**src/rtl/seg_scan_pkg.sv**
```systemverilog
// Shared constants and helpers for the 7-segment scan controller.
// Digit codes: 0-9 digits, CODE_DASH, CODE_BLANK.
package seg_scan_pkg;

  localparam logic [3:0] CODE_DASH  = 4'hA;
  localparam logic [3:0] CODE_BLANK = 4'hF;

  // Clock cycles per digit slot.
  function automatic int calc_div(input int clk_hz, input int scan_hz);
    return clk_hz / scan_hz;
  endfunction

  // The divider must be an exact integer and at least 2.
  function automatic bit div_ok(input int clk_hz, input int scan_hz);
    return (scan_hz > 0) && ((clk_hz % scan_hz) == 0) && ((clk_hz / scan_hz) >= 2);
  endfunction

endpackage

```
**src/rtl/seg_scan_ctrl_if.sv**
```systemverilog
// Frame-load channel between the datapath (master) and the scan controller (slave).
interface seg_scan_ctrl_if #(
  parameter int NUM_DIGITS = 8
);
  // valid/ready: a frame transfers on any clock edge where load_valid && load_ready.
  // Once load_valid is raised the master holds it and load_data until that edge;
  // ready never depends combinationally on valid.
  logic                    load_valid;
  logic                    load_ready;
  logic [4*NUM_DIGITS-1:0] load_data;

  modport master (output load_valid, output load_data, input load_ready);
  modport slave  (input load_valid, input load_data, output load_ready);
endinterface

```
**src/rtl/seg_scan_tick.sv**
```systemverilog
// Slot prescaler: counts 0..DIV-1 and asserts tick while the count is DIV-1.
module seg_scan_tick #(
  parameter int DIV = 4
) (
  input  logic clk,
  input  logic rst,
  output logic tick
);
  localparam int CW = (DIV > 1) ? $clog2(DIV) : 1;
  localparam logic [CW-1:0] LAST = CW'(DIV - 1);

  logic [CW-1:0] cnt;

  assign tick = (cnt == LAST);

  always_ff @(posedge clk or posedge rst) begin
    if (rst) begin
      cnt <= '0;
    end else if (tick) begin
      cnt <= '0;
    end else begin
      cnt <= cnt + CW'(1);
    end
  end
endmodule

```
**src/rtl/seg_scan_ctrl.sv**
```systemverilog
// Time-multiplexed scan controller for common-anode 7-segment digits.
// Optional build macro: LEADING_ZERO_BLANK_EN (suppress leading zeros at frame commit).
module seg_scan_ctrl
  import seg_scan_pkg::*;
#(
  parameter int NUM_DIGITS = 8,
  parameter int CLK_HZ     = 100_000_000,
  parameter int SCAN_HZ    = 1_000
) (
  input  logic                  clk,
  input  logic                  rst,
  seg_scan_ctrl_if.slave        load,
  input  logic                  blank_en,
  output logic [3:0]            digit_code,
  output logic [NUM_DIGITS-1:0] an,
  output logic                  frame_done
);
  localparam int DIV = calc_div(CLK_HZ, SCAN_HZ);
  localparam int IW  = $clog2(NUM_DIGITS);
  localparam logic [IW-1:0] LAST_IDX = IW'(NUM_DIGITS - 1);

  if (!div_ok(CLK_HZ, SCAN_HZ)) begin : g_bad_div
    $error("seg_scan_ctrl: CLK_HZ/SCAN_HZ must be an integer >= 2");
  end
  if (NUM_DIGITS < 2 || NUM_DIGITS > 8) begin : g_bad_digits
    $error("seg_scan_ctrl: NUM_DIGITS must be in 2..8");
  end

  logic                    tick;
  logic [IW-1:0]           idx, idx_nxt;
  logic                    wrap, commit, accept;
  logic                    pending_full;
  logic [4*NUM_DIGITS-1:0] pending, shadow, shadow_nxt;
  logic [NUM_DIGITS-1:0]   mask, mask_nxt;
  logic                    lit, lit_nxt;
  logic [3:0]              code_nxt;
  logic [NUM_DIGITS-1:0]   an_nxt;
`ifdef LEADING_ZERO_BLANK_EN
  logic [NUM_DIGITS-1:0]   lzb;
  logic                    zero_run;
`endif

  seg_scan_tick #(.DIV(DIV)) u_tick (
    .clk  (clk),
    .rst  (rst),
    .tick (tick)
  );

  assign load.load_ready = ~pending_full;
  assign accept          = load.load_valid & ~pending_full;

  always_comb begin
    wrap       = tick && (idx == LAST_IDX);
    commit     = wrap && pending_full;
    idx_nxt    = idx;
    if (tick) idx_nxt = (idx == LAST_IDX) ? '0 : idx + IW'(1);
    shadow_nxt = commit ? pending : shadow;
    // Digits stay dark from reset until the first slot tick selects digit 0.
    lit_nxt    = lit | tick;

`ifdef LEADING_ZERO_BLANK_EN
    lzb      = '0;
    zero_run = 1'b1;
    for (int i = NUM_DIGITS - 1; i >= 1; i--) begin
      zero_run = zero_run & (pending[4*i +: 4] == 4'h0);
      lzb[i]   = zero_run;
    end
    mask_nxt = commit ? lzb : mask;
`else
    mask_nxt = '0;
`endif

    // Outputs are computed from the post-edge idx/shadow so a new frame shows on digit 0 at once.
    if (blank_en || !lit_nxt) begin
      an_nxt   = '1;
      code_nxt = CODE_BLANK;
    end else begin
      an_nxt   = ~(NUM_DIGITS'(1) << idx_nxt);
      code_nxt = mask_nxt[idx_nxt] ? CODE_BLANK : shadow_nxt[4*idx_nxt +: 4];
    end
  end

  always_ff @(posedge clk or posedge rst) begin
    if (rst) begin
      idx          <= LAST_IDX;
      pending      <= '0;
      pending_full <= 1'b0;
      shadow       <= '1;
      mask         <= '0;
      lit          <= 1'b0;
      an           <= '1;
      digit_code   <= CODE_BLANK;
      frame_done   <= 1'b0;
    end else begin
      idx        <= idx_nxt;
      shadow     <= shadow_nxt;
      mask       <= mask_nxt;
      lit        <= lit_nxt;
      an         <= an_nxt;
      digit_code <= code_nxt;
      frame_done <= wrap;
      // Commit needs pending full and accept needs it empty, so they never collide.
      if (accept) begin
        pending      <= load.load_data;
        pending_full <= 1'b1;
      end else if (commit) begin
        pending_full <= 1'b0;
      end
    end
  end
endmodule

```
**src/flat_wrapper.sv**
```systemverilog
// flat-port wrapper written by rule: the top's interface ports become plain ports
module seg_scan_ctrl_flat import seg_scan_pkg::*;
#(
  parameter int NUM_DIGITS = 8,
  parameter int CLK_HZ     = 100_000_000,
  parameter int SCAN_HZ    = 1_000
)
  (clk, rst, blank_en, digit_code, an, frame_done, load_load_valid, load_load_data, load_load_ready);
  seg_scan_ctrl_if #(.NUM_DIGITS(NUM_DIGITS)) load_i ();
  input  logic clk;
  input  logic rst;
  input  logic blank_en;
  output logic [3:0] digit_code;
  output logic [NUM_DIGITS-1:0] an;
  output logic frame_done;
  input wire logic [$bits(load_i.load_valid)-1:0] load_load_valid;
  input wire logic [$bits(load_i.load_data)-1:0] load_load_data;
  output wire logic [$bits(load_i.load_ready)-1:0] load_load_ready;
  assign load_i.load_valid = load_load_valid;
  assign load_i.load_data = load_load_data;
  assign load_load_ready = load_i.load_ready;
  seg_scan_ctrl #(.NUM_DIGITS(NUM_DIGITS), .CLK_HZ(CLK_HZ), .SCAN_HZ(SCAN_HZ)) u_core (.clk(clk), .rst(rst), .load(load_i), .blank_en(blank_en), .digit_code(digit_code), .an(an), .frame_done(frame_done));
endmodule
```
**config.mk**
```make
export PLATFORM = sky130hd
export DESIGN_NAME = seg_scan_ctrl_flat
export DESIGN_NICKNAME = d
export VERILOG_FILES = /design/src/rtl/seg_scan_pkg.sv /design/src/rtl/seg_scan_ctrl_if.sv /design/src/rtl/seg_scan_tick.sv /design/src/rtl/seg_scan_ctrl.sv /design/src/flat_wrapper.sv
export SDC_FILE = /design/constraint.sdc
export NUM_CORES = 1
export LEC_CHECK = 0
export ABC_AREA = 0
export CAP_MARGIN = 20
export CORE_MARGIN = 2
export CORE_UTILIZATION = 40
export DETAILED_ROUTE_END_ITERATION = 10
export HOLD_SLACK_MARGIN = 0.02
export SYNTH_ARGS = -nofsm -noshare
export SYNTH_HDL_FRONTEND = slang
export SYNTH_SLANG_ARGS = --single-unit
```
**constraint.sdc**
```tcl
create_clock -name clk -period 4.5 [get_ports clk]
set_input_delay 0.9 -clock clk [delete_from_list [all_inputs] [get_ports clk]]
set_output_delay 0.9 -clock clk [all_outputs]
set_load 0.005 [all_outputs]
```
Word level (Yosys, flattened, before mapping)
Memories as Yosys holds them, arrays and structs flattened.
Cells that the tools add are included.
{"block": "totals", "register_bits": 99, "rom_bits": 8, "input_bits": 36, "wordCells": 36, "mem_count": 1}
{"memory": "(no name shown)", "words": 8, "word_bits": 1, "read_ports": 1, "rd_ports_with_merged_regs": 0, "wr": 0, "line_no": "seg_scan_ctrl.sv:79", "source": "code_nxt = mask_nxt[idx_nxt] ? CODE_BLANK : shadow_nxt[4*idx_nxt +: 4];"}
{"block": "op_classes", "addsub": 2, "order_cmp": 1, "n_eq_ne": 2, "shift": 2, "muxes": 10, "bitwise": 4, "n_reduce_logical": 5}
{"op": "32-bit two-way mux", "count": 1}
{"op": "32-bit by 6-bit variable part select with 4-bit output", "count": 1}
{"op": "17-bit by 1-bit adder with 17-bit output (second input constant)", "count": 1}
{"op": "17-bit equality test (second input constant)", "count": 1}
{"op": "17-bit two-way mux", "count": 1}
{"op": "4-bit two-way mux", "count": 2}
{"op": "8-bit two-way mux", "count": 1}
{"op": "8-bit NOT", "count": 1}
{"op": "1-bit by 3-bit left shift with 8-bit output (first input constant)", "count": 1}
{"op": "3-bit two-way mux", "count": 2}
{"op": "3-bit by 4-bit < comparator with 1-bit output (second input constant)", "count": 1}
{"op": "3-bit by 1-bit adder with 3-bit output (second input constant)", "count": 1}
{"op": "3-bit equality test (second input constant)", "count": 1}
{"op": "1-bit two-way mux", "count": 3}
{"op": "1-bit logical AND", "count": 2}
{"op": "2-bit nonzero test", "count": 1}
{"op": "1-bit bitwise AND", "count": 1}
{"op": "1-bit logical NOT", "count": 1}
{"op": "1-bit logical OR", "count": 1}
{"op": "1-bit NOT", "count": 1}
{"op": "1-bit bitwise OR", "count": 1}

Depth between registers and ports, before layout
Gate-level depths: netlist (run 1).
{"block": "logic_depth", "word_depth": 7, "depth_mapped": 10}

Cells and area by module
Synthesis (run 1) repeated with hierarchy kept, for this count alone.
{"block": "unflattened", "hier_cells": 320, "hier_area_um2": 4400.5}
{"mod": "seg_scan_ctrl", "n_inst": 1, "cells_per_inst": 245, "area_per_inst_um2": 3574.7, "seq_area_each_um2": 2110.8}
{"mod": "seg_scan_tick", "n_inst": 1, "cells_per_inst": 75, "area_per_inst_um2": 825.8, "seq_area_each_um2": 425.4}

Worst setup path before layout (run 1)
OpenSTA, ideal clock, no wires.
{"block": "synth_path", "kind": "reg2reg", "start": "register u_core.u_tick.cnt[8]", "end": "register u_core.digit_code[1]", "setup_ns": 0.096, "t_arrival_ns": 2.344, "t_required_ns": 4.404, "slack_ns": 2.060, "path_stages_with_launch": 9, "path_buffers": 2, "period_less_slack_ns": 2.440, "cell_sequence": "dfrtp_1 -> or4b_4 -> or4_1 -> buf_6 -> buf_8 -> o211ai_1 -> o211ai_1 -> a2111oi_0 -> a31oi_1"}
{"block": "synth_via", "elab_chain_cells": 7, "word_cells_on_any_way": 13}
{"item": "start: declaration", "line_no": "seg_scan_tick.sv:12", "source": "logic [CW-1:0] cnt;"}
{"item": "start signal: assignment", "line_no": "seg_scan_tick.sv:22", "source": "cnt <= cnt + CW'(1);"}
{"item": "17-bit equality test *", "line_no": "seg_scan_tick.sv:14", "source": "assign tick = (cnt == LAST);"}
{"item": "1-bit logical AND", "line_no": "seg_scan_ctrl.sv:53", "source": "wrap = tick && (idx == LAST_IDX);"}
{"item": "1-bit logical AND", "line_no": "seg_scan_ctrl.sv:54", "source": "commit = wrap && pending_full;"}
{"item": "32-bit two-way mux", "line_no": "seg_scan_ctrl.sv:57", "source": "shadow_nxt = commit ? pending : shadow;"}
{"item": "32-bit by 6-bit variable part select with 4-bit output", "line_no": "seg_scan_ctrl.sv:79"}
{"item": "4-bit two-way mux", "line_no": "seg_scan_ctrl.sv:79"}
{"item": "4-bit two-way mux *", "line_no": "seg_scan_ctrl.sv:74", "source": "if (blank_en || !lit_nxt) begin"}
{"item": "via u_core.code_nxt[1]", "line_no": "seg_scan_ctrl.sv:36", "source": "logic [3:0] code_nxt;"}
{"item": "end signal: assignment", "line_no": "seg_scan_ctrl.sv:100", "source": "digit_code <= code_nxt;"}
{"item": "end: declaration", "line_no": "seg_scan_ctrl.sv:14", "source": "output logic [3:0] digit_code,"}
Mark *: on every way through the listed nets, which the timed path passes. The rest lies on a longest branch. The select of a mux whose other input is x is not followed.
A chain may end at the register's enable or synchronous reset.

Worst setup path after layout (run 1)
{"block": "layout_path", "start": "register u_core.u_tick.cnt[0]", "end": "register u_core.digit_code[0]"}
The elaborated chain is that of the path after synthesis.

==> results.tsv, run 1 <==
stage	metric	value	unit
outcome	status	finished clean	
sta	hold_violations	0	
cts	cts_sinks	99	
routing	num_vias	2845	
routing	routed_wl	8480	um
final_layout	final_area	0.00514	sq mm
yosys	ys_warn_count	0	
routing	drtIter0Drc	147	
placed_design	place_congestion	0.767	
sta	finalCritPeriodShare	68.8	%
yosys	synth_nets	391	
worst_setup_path	crit_chain	ha_1 > nand4_1 > or4_1 > nand3_1 > nand2_1 > a222oi_1 > a21oi_1	
worst_hold_path	min_path_type	reg2reg	
pwr	power.total	1.59	mW
cts	clk_path_buf_depth	2	
yosys	synth_area_leader_cell	dfrtp_1	
sta	tightest_slew	0.937	ns
worst_setup_path	slowest_delay	0.86	ns
yosys	yosysSeqAreaShare	58.7	%
yosys	syn_inst	352	
worst_setup_path	startpoint	u_core.u_tick.cnt[0]	
final_layout	n_antenna_cell	0	
sta	fin_setup_tns	0	ns
routing	drt-vias-per-instance	5.23	
worst_setup_path	rr_startpoint	u_core.u_tick.cnt[0]	
worst_setup_path	cp-end-kind	flop	
cts	hold_buffers	0	
yosys	synth_top_area_share	30.1	%
worst_setup_path	start_kind	flop	
worst_setup_path	cp_slowest_cell	or4_1	
worst_setup_path	path_class	reg2reg	
floorplan	ioPinCount	50	
worst_setup_path	cp_max_fo	16	
routing	route.detailed.drc	0	
sta	worst_slack	1.40	ns
floorplan	die_x	108	um
yosys	syn_area	0.00432	sq mm
placed_design	pre_cts_slack	1.42	ns
worst_setup_path	worstPathArrival	3.37	ns
cts	clock_latency	0.36	ns
cts	cts_buffers	9	
sta	rsz0062_at_grt	no	
placed_design	dp_hpwl	5820	um
cts	cts_root_buffer	clkbuf_8	
global_routing	grt_pass1_wl	14800	um
sta	clock_skew	0.00907	ns
yosys	avgSynthCellArea	12.3	sq um
worst_hold_path	min_from	u_core.shadow[22]	
global_routing	grt_pass1_vias	2890	
floorplan	die_area	0.0117	sq mm
sta	slew_violations	0	
pwr	max-vdd-ir-drop	189	uV
floorplan	start_util	41.5	%
floorplan	die_h	108	um
final_layout	instances_no_fill	544	
placed_design	place.port_buffers	49	
final_layout	area_growth	19.0	%
routing	wl_per_cell	15.6	um
cts	postCtsSetupBuffers	0	
pwr	power.density	309	mW/mm^2
global_routing	overflow	0	
floorplan	num_rows	37	
final_layout	drive_above_1_share	31.1	%
placed_design	post_dp_cell_area	0.00495	sq mm
global_routing	antenna_found_initial	0	
yosys	synth_cell_types	51	
global_routing	grtUsageTotal	16.6	%
final_layout	fin_nets	442	
sta	setup_violations	0	
global_routing	grt_max_degree	100	
pwr	p_leak	2.13	nW
sta	slew_headroom	36.9	%
routing	first_pass_iters	5	
yosys	ys_top_cells_by_area	dfrtp_1 30%, dfstp_2 29%, mux2_2 12%	
cts	cts_tree	yes	
job	maxCapViolCount	0	
sta	fmax	323	MHz
routing	ant_nets	0	
sta	finalCriticalPeriod	3.10	ns
floorplan	coreArea	0.0104	sq mm
cts	h-tree-depth	3	
cts	post_cts_resized	0	
placed_design	placed_cells	528	
yosys	ys_ff_latch	99	
cts	cts.clk_slew.worst_paths	0.09	ns
worst_setup_path	crit_required	4.77	ns
==> worst max-delay path: cells and delay by family (launching register included) <==
| family | cells | cell delay (ns) |
|---|---|---|
| fa+ha+maj | 1 | 0.22 |
| compound gates | 2 | 0.72 |
| simple gates | 4 | 1.66 |
| flops | 1 | 0.39 |
==> path summary, 6_finish.rpt <==
path | to | slack (ns) | cells after the start
min in group asynchronous | u_core.pending[20] | 0.93 | 3
min reg2reg | u_core.shadow[22] | 0.46 | 2
min | u_core.shadow[22] | 0.46 | 2
max in group asynchronous | u_core.an[5] | 3.12 | 3
max | u_core.digit_code[0] | 1.40 | 7
max reg2reg | u_core.digit_code[0] | 1.40 | 7
==> sequential cells by signal, indices dropped and copies added (netlist names) <==
name	cells
u_core.pending	32
u_core.shadow	32
u_core.u_tick.cnt	17
u_core.an	8
u_core.digit_code	4
u_core.idx	3
u_core.frame_done	1
u_core.lit	1
u_core.pending_full	1
==> per-layer routing <==
metal	share of wire, %	GRT usage (%)	up-vias
met3	3.8	3.62	2
met5	0	0	-
met1	46	22.4	1435
li1	-	-	1352
met4	0.45	6.32	0
met2	50	26.2	56
==> report_power, final <==
group          internal (mW)  leakage [nW]  switching [mW]  total, mW
logic                 0.0527         0.896          0.0278     0.0804
clock network          0.272        0.0926           0.294      0.566
registers              0.925          1.14          0.0186      0.943
total                   1.25          2.13           0.340       1.59
==> cell families (layout without fill, tap and decap cells) <==
family / count (synthesis) / in the layout / synth area share, %
fa+ha+maj: 3 / 3 / 0.868
xor+xnor: 13 / 13 / 2.63
flops: 99 / 99 / 58.7
simple gates: 111 / 111 / 12.9
buf+inv: 23 / 79 / 2.72
mux: 51 / 51 / 13.5
compound gates: 52 / 52 / 8.68
==> final cells by class <==
cell class / count / area (sq um)
Clock inverter: 4 / 50.0
Inverter: 10 / 38.8
Fill cell: 971 / 5270
Tap cell: 136 / 170
Multi-Input combinational cell: 230 / 1670
Clock buffer: 12 / 145
Timing Repair Buffer: 53 / 533
Sequential cell: 99 / 2540
==> synth_stat cells (all sizes together) <==
library cell and number:
mux2 49, a21boi 1, nand3 13, dfrtp 52
buf 8, nand4bb 2, and3 1, a31oi 1
o22ai 1, xor2 6, and2 1, mux2i 2
a211o 1, or4 4, clkinv 1, a222oi 4
clkbuf 5, o21ba 1, o211ai 6, xnor2 7
inv 9, a21o 2, o31ai 6, a2111oi 3
and4 1, a21oi 10, o21ai 10, nand4 8
a22oi 4, nor4 2, o41ai 1, or4b 1
or2b 1, nor2 18, nor2b 2, nand2 55
dfstp 47, nor3 2, o21bai 1, ha 3
==> metrics by stage <==
step,hold WS (ns),utilization [%]
3_5_place_dp,0.446,47.5
6_report,0.455,49.4
5_1_grt,0.477,49.4
4_1_cts,0.461,49.4
2_1_floorplan,0.432,-
3_3_place_gp,0.441,47.5
==> layout by cell type (no fill, tap or decap), types with 2 or more instances in the layout <==
| cell | count |
|---|---|
| dfrtp_1 | 52 |
| ha_1 | 3 |
| nor2_1 | 18 |
| nand3_1 | 12 |
| xor2_1 | 6 |
| a222oi_1 | 4 |
| dfstp_2 | 47 |
| a2111oi_1 | 2 |
| clkbuf_1 | 2 |
| xnor2_1 | 7 |
| nand4_1 | 8 |
| o211ai_1 | 6 |
| o21ai_0 | 10 |
| clkbuf_8 | 10 |
| clkinv_2 | 2 |
| mux2_2 | 46 |
| buf_4 | 3 |
| a22oi_1 | 4 |
| o31ai_1 | 5 |
| clkinvlp_4 | 2 |
| mux2_4 | 3 |
| or4_1 | 4 |
| a21oi_1 | 10 |
| mux2i_1 | 2 |
| clkdlybuf4s50_1 | 49 |
| inv_1 | 8 |
| a21o_1 | 2 |
| nand2_1 | 55 |
Power figures use the tool's default switching activity.
==> inputs of run 2 (changes only) <==
==> constraint.sdc (replaced) <==
create_clock -name clk -period 3.1 [get_ports clk]
set_input_delay 0.62 -clock clk [delete_from_list [all_inputs] [get_ports clk]]
set_output_delay 0.62 -clock clk [all_outputs]
set_load 0.005 [all_outputs]
==> run 2 against run 1 <==
  * Clock power grew 43%
  * Global-route usage shrank 0.67 points
  * First-iteration DRC count grew 16%
  * Via count grew 0.25%
  * Clock skew grew 0.0051 ns
  * Critical path depth grew 1
  * Flip-flop and latch count is the same
  * Non-clock buffer count grew 4
  * Combinational power grew 50%
  * Clock-buffer cell count grew 1
  * Largest power group unchanged
  * Highest routed layer unchanged
==> results.tsv, run 2 (synthesized netlist as in run 1, its figures left out) <==
stage	metric	value	unit
worst_setup_path	r2r-end	u_core.digit_code[0]	
worst_setup_path	r2r_slack	0.28	ns
floorplan	die_x	108	um
sta	slew_violations	0	
worst_setup_path	start_kind	flop	
cts	post_cts_resized	0	
worst_setup_path	worstPathArrival	3.10	ns
final_layout	final_common_cell	nand2_1	
cts	cts_sinks	99	
placed_design	pre_cts_slack	0.295	ns
cts	postCtsSetupBuffers	0	
placed_design	post_dp_cell_area	0.00499	sq mm
final_layout	layout_common_cells	55 x nand2_1, 52 x dfrtp_1, 49 x clkdlybuf4s50_1, 47 x dfstp_2, 46 x mux2_2	
sta	whs	0.461	ns
final_layout	final_area	0.00518	sq mm
worst_hold_path	min_path_cells	2	
cts	clk_path_buf_depth	2	
pwr	power.total	2.30	mW
global_routing	antenna_found_initial	0	
routing	routed_wl	8470	um
pwr	power.density	444	mW/mm^2
worst_setup_path	rr_startpoint	u_core.u_tick.cnt[0]	
cts	hold_buffers	0	
worst_setup_path	crit_required	3.38	ns
sta	clock_skew	0.0142	ns
floorplan	die_area	0.0117	sq mm
sta	hold_violations	0	
floorplan	coreArea	0.0104	sq mm
routing	first_pass_iters	4	
sta	finalCritPeriodShare	91.0	%
cts	cts_tree	yes	
sta	fin_setup_tns	0	ns
global_routing	grt_max_degree	37	
global_routing	grt_pass1_wl	14200	um
global_routing	overflow	0	
final_layout	n_antenna_cell	0	
worst_setup_path	cp-end-kind	flop	
placed_design	place.port_buffers	49	
floorplan	num_rows	37	
routing	route.detailed.drc	0	
cts	clock_latency	0.37	ns
final_layout	reg_top3	u_core.pending: 32 flops, u_core.shadow: 32 flops, u_core.u_tick.cnt: 17 flops	
cts	cts.clk_slew.worst_paths	0.09	ns
cts	cts_buffers	9	
worst_setup_path	path_class	reg2reg	
global_routing	grt_pass1_vias	2841	
sta	rsz0062_at_grt	no	
placed_design	place_congestion	0.898	
routing	ant_nets	0	
placed_design	dp_hpwl	6190	um
outcome	status	finished clean	
sta	finalCriticalPeriod	2.82	ns
sta	setup_violations	0	
routing	drtIter0Drc	171	
cts	h-tree-depth	3	
job	maxCapViolCount	0	
cts	cts_root_buffer	clkbuf_8	
final_layout	instances_no_fill	548	
floorplan	die_h	108	um
floorplan	ioPinCount	50	
sta	worst_slack	0.278	ns
worst_hold_path	min_from	u_core.shadow[18]	
worst_setup_path	cp_max_fo	9	
worst_setup_path	reg2reg_depth	8	
placed_design	placed_cells	532	
global_routing	grtUsageTotal	15.9	%
routing	drt-vias-per-instance	5.20	
sta	fmax	354	MHz
final_layout	drive_above_1_share	31.6	%
worst_hold_path	whs_endpoint	u_core.shadow[18]	
final_layout	area_growth	19.9	%
final_layout	fin_nets	446	
pwr	p_leak	2.16	nW
floorplan	start_util	41.5	%
final_layout	final_util	49.8	%
routing	num_vias	2852	
pwr	max-vdd-ir-drop	241	uV
worst_hold_path	min_path_type	reg2reg	
routing	wl_per_cell	15.5	um
sta	tightest_slew	0.783	ns
sta	slew_headroom	47.3	%
## run 2: cell count changes in the layout (fill, tap and decap cells not counted), sizes merged
cell,previous run,this run
buf,4,8
clkbuf,12,13
clkinvlp,2,1
## run 2: power breakdown
part	total, mW	leakage, nW	internal (mW)	switching, mW
Sequential	1.37	1.14	1.34	0.0276
Combinational	0.121	0.915	0.0790	0.0417
Clock	0.811	0.0974	0.394	0.417
## run 2: per-layer routing
metal	GRT usage, %	up-vias	part of all wire [%]
li1	-	1366	-
met1	21.3	1408	46
met2	24.9	61	47
met3	3.86	17	4.5
met4	6.50	0	2.2
met5	0	-	0
## run 2: worst max-delay path by stage
| stage | end | start | cells past startpoint |
|---|---|---|---|
| floorplan | u_core.digit_code[1] | u_core.u_tick.cnt[8] | 8 |
| global placement | u_core.digit_code[0] | u_core.u_tick.cnt[8] | 7 |
| CTS | u_core.digit_code[0] | u_core.u_tick.cnt[0] | 8 |
| detailed placement | u_core.digit_code[0] | u_core.u_tick.cnt[0] | 8 |
| finish | u_core.digit_code[0] | u_core.u_tick.cnt[0] | 8 |
| global route | u_core.digit_code[3] | u_core.u_tick.cnt[0] | 8 |
## run 2: final cells by class
class                   count  area (sq um)
repair buffers             57           576
well taps                 136           170
clock inverters             3          40.0
flip-flops and latches     99          2540
multi-input cells         230          1670
inverters                  10          41.3
fillers                   971          5230
clock buffers              13           149
## run 2: worst max-delay path: stages, from the launching register on
cell and delay, ns:
dfrtp_1 0.39, ha_1 0.23, nand4_1 0.27, or4_1 0.72, buf_4 0.24, o31ai_1 0.27, a21oi_1 0.11, a2111oi_1 0.41
a21oi_1 0.08
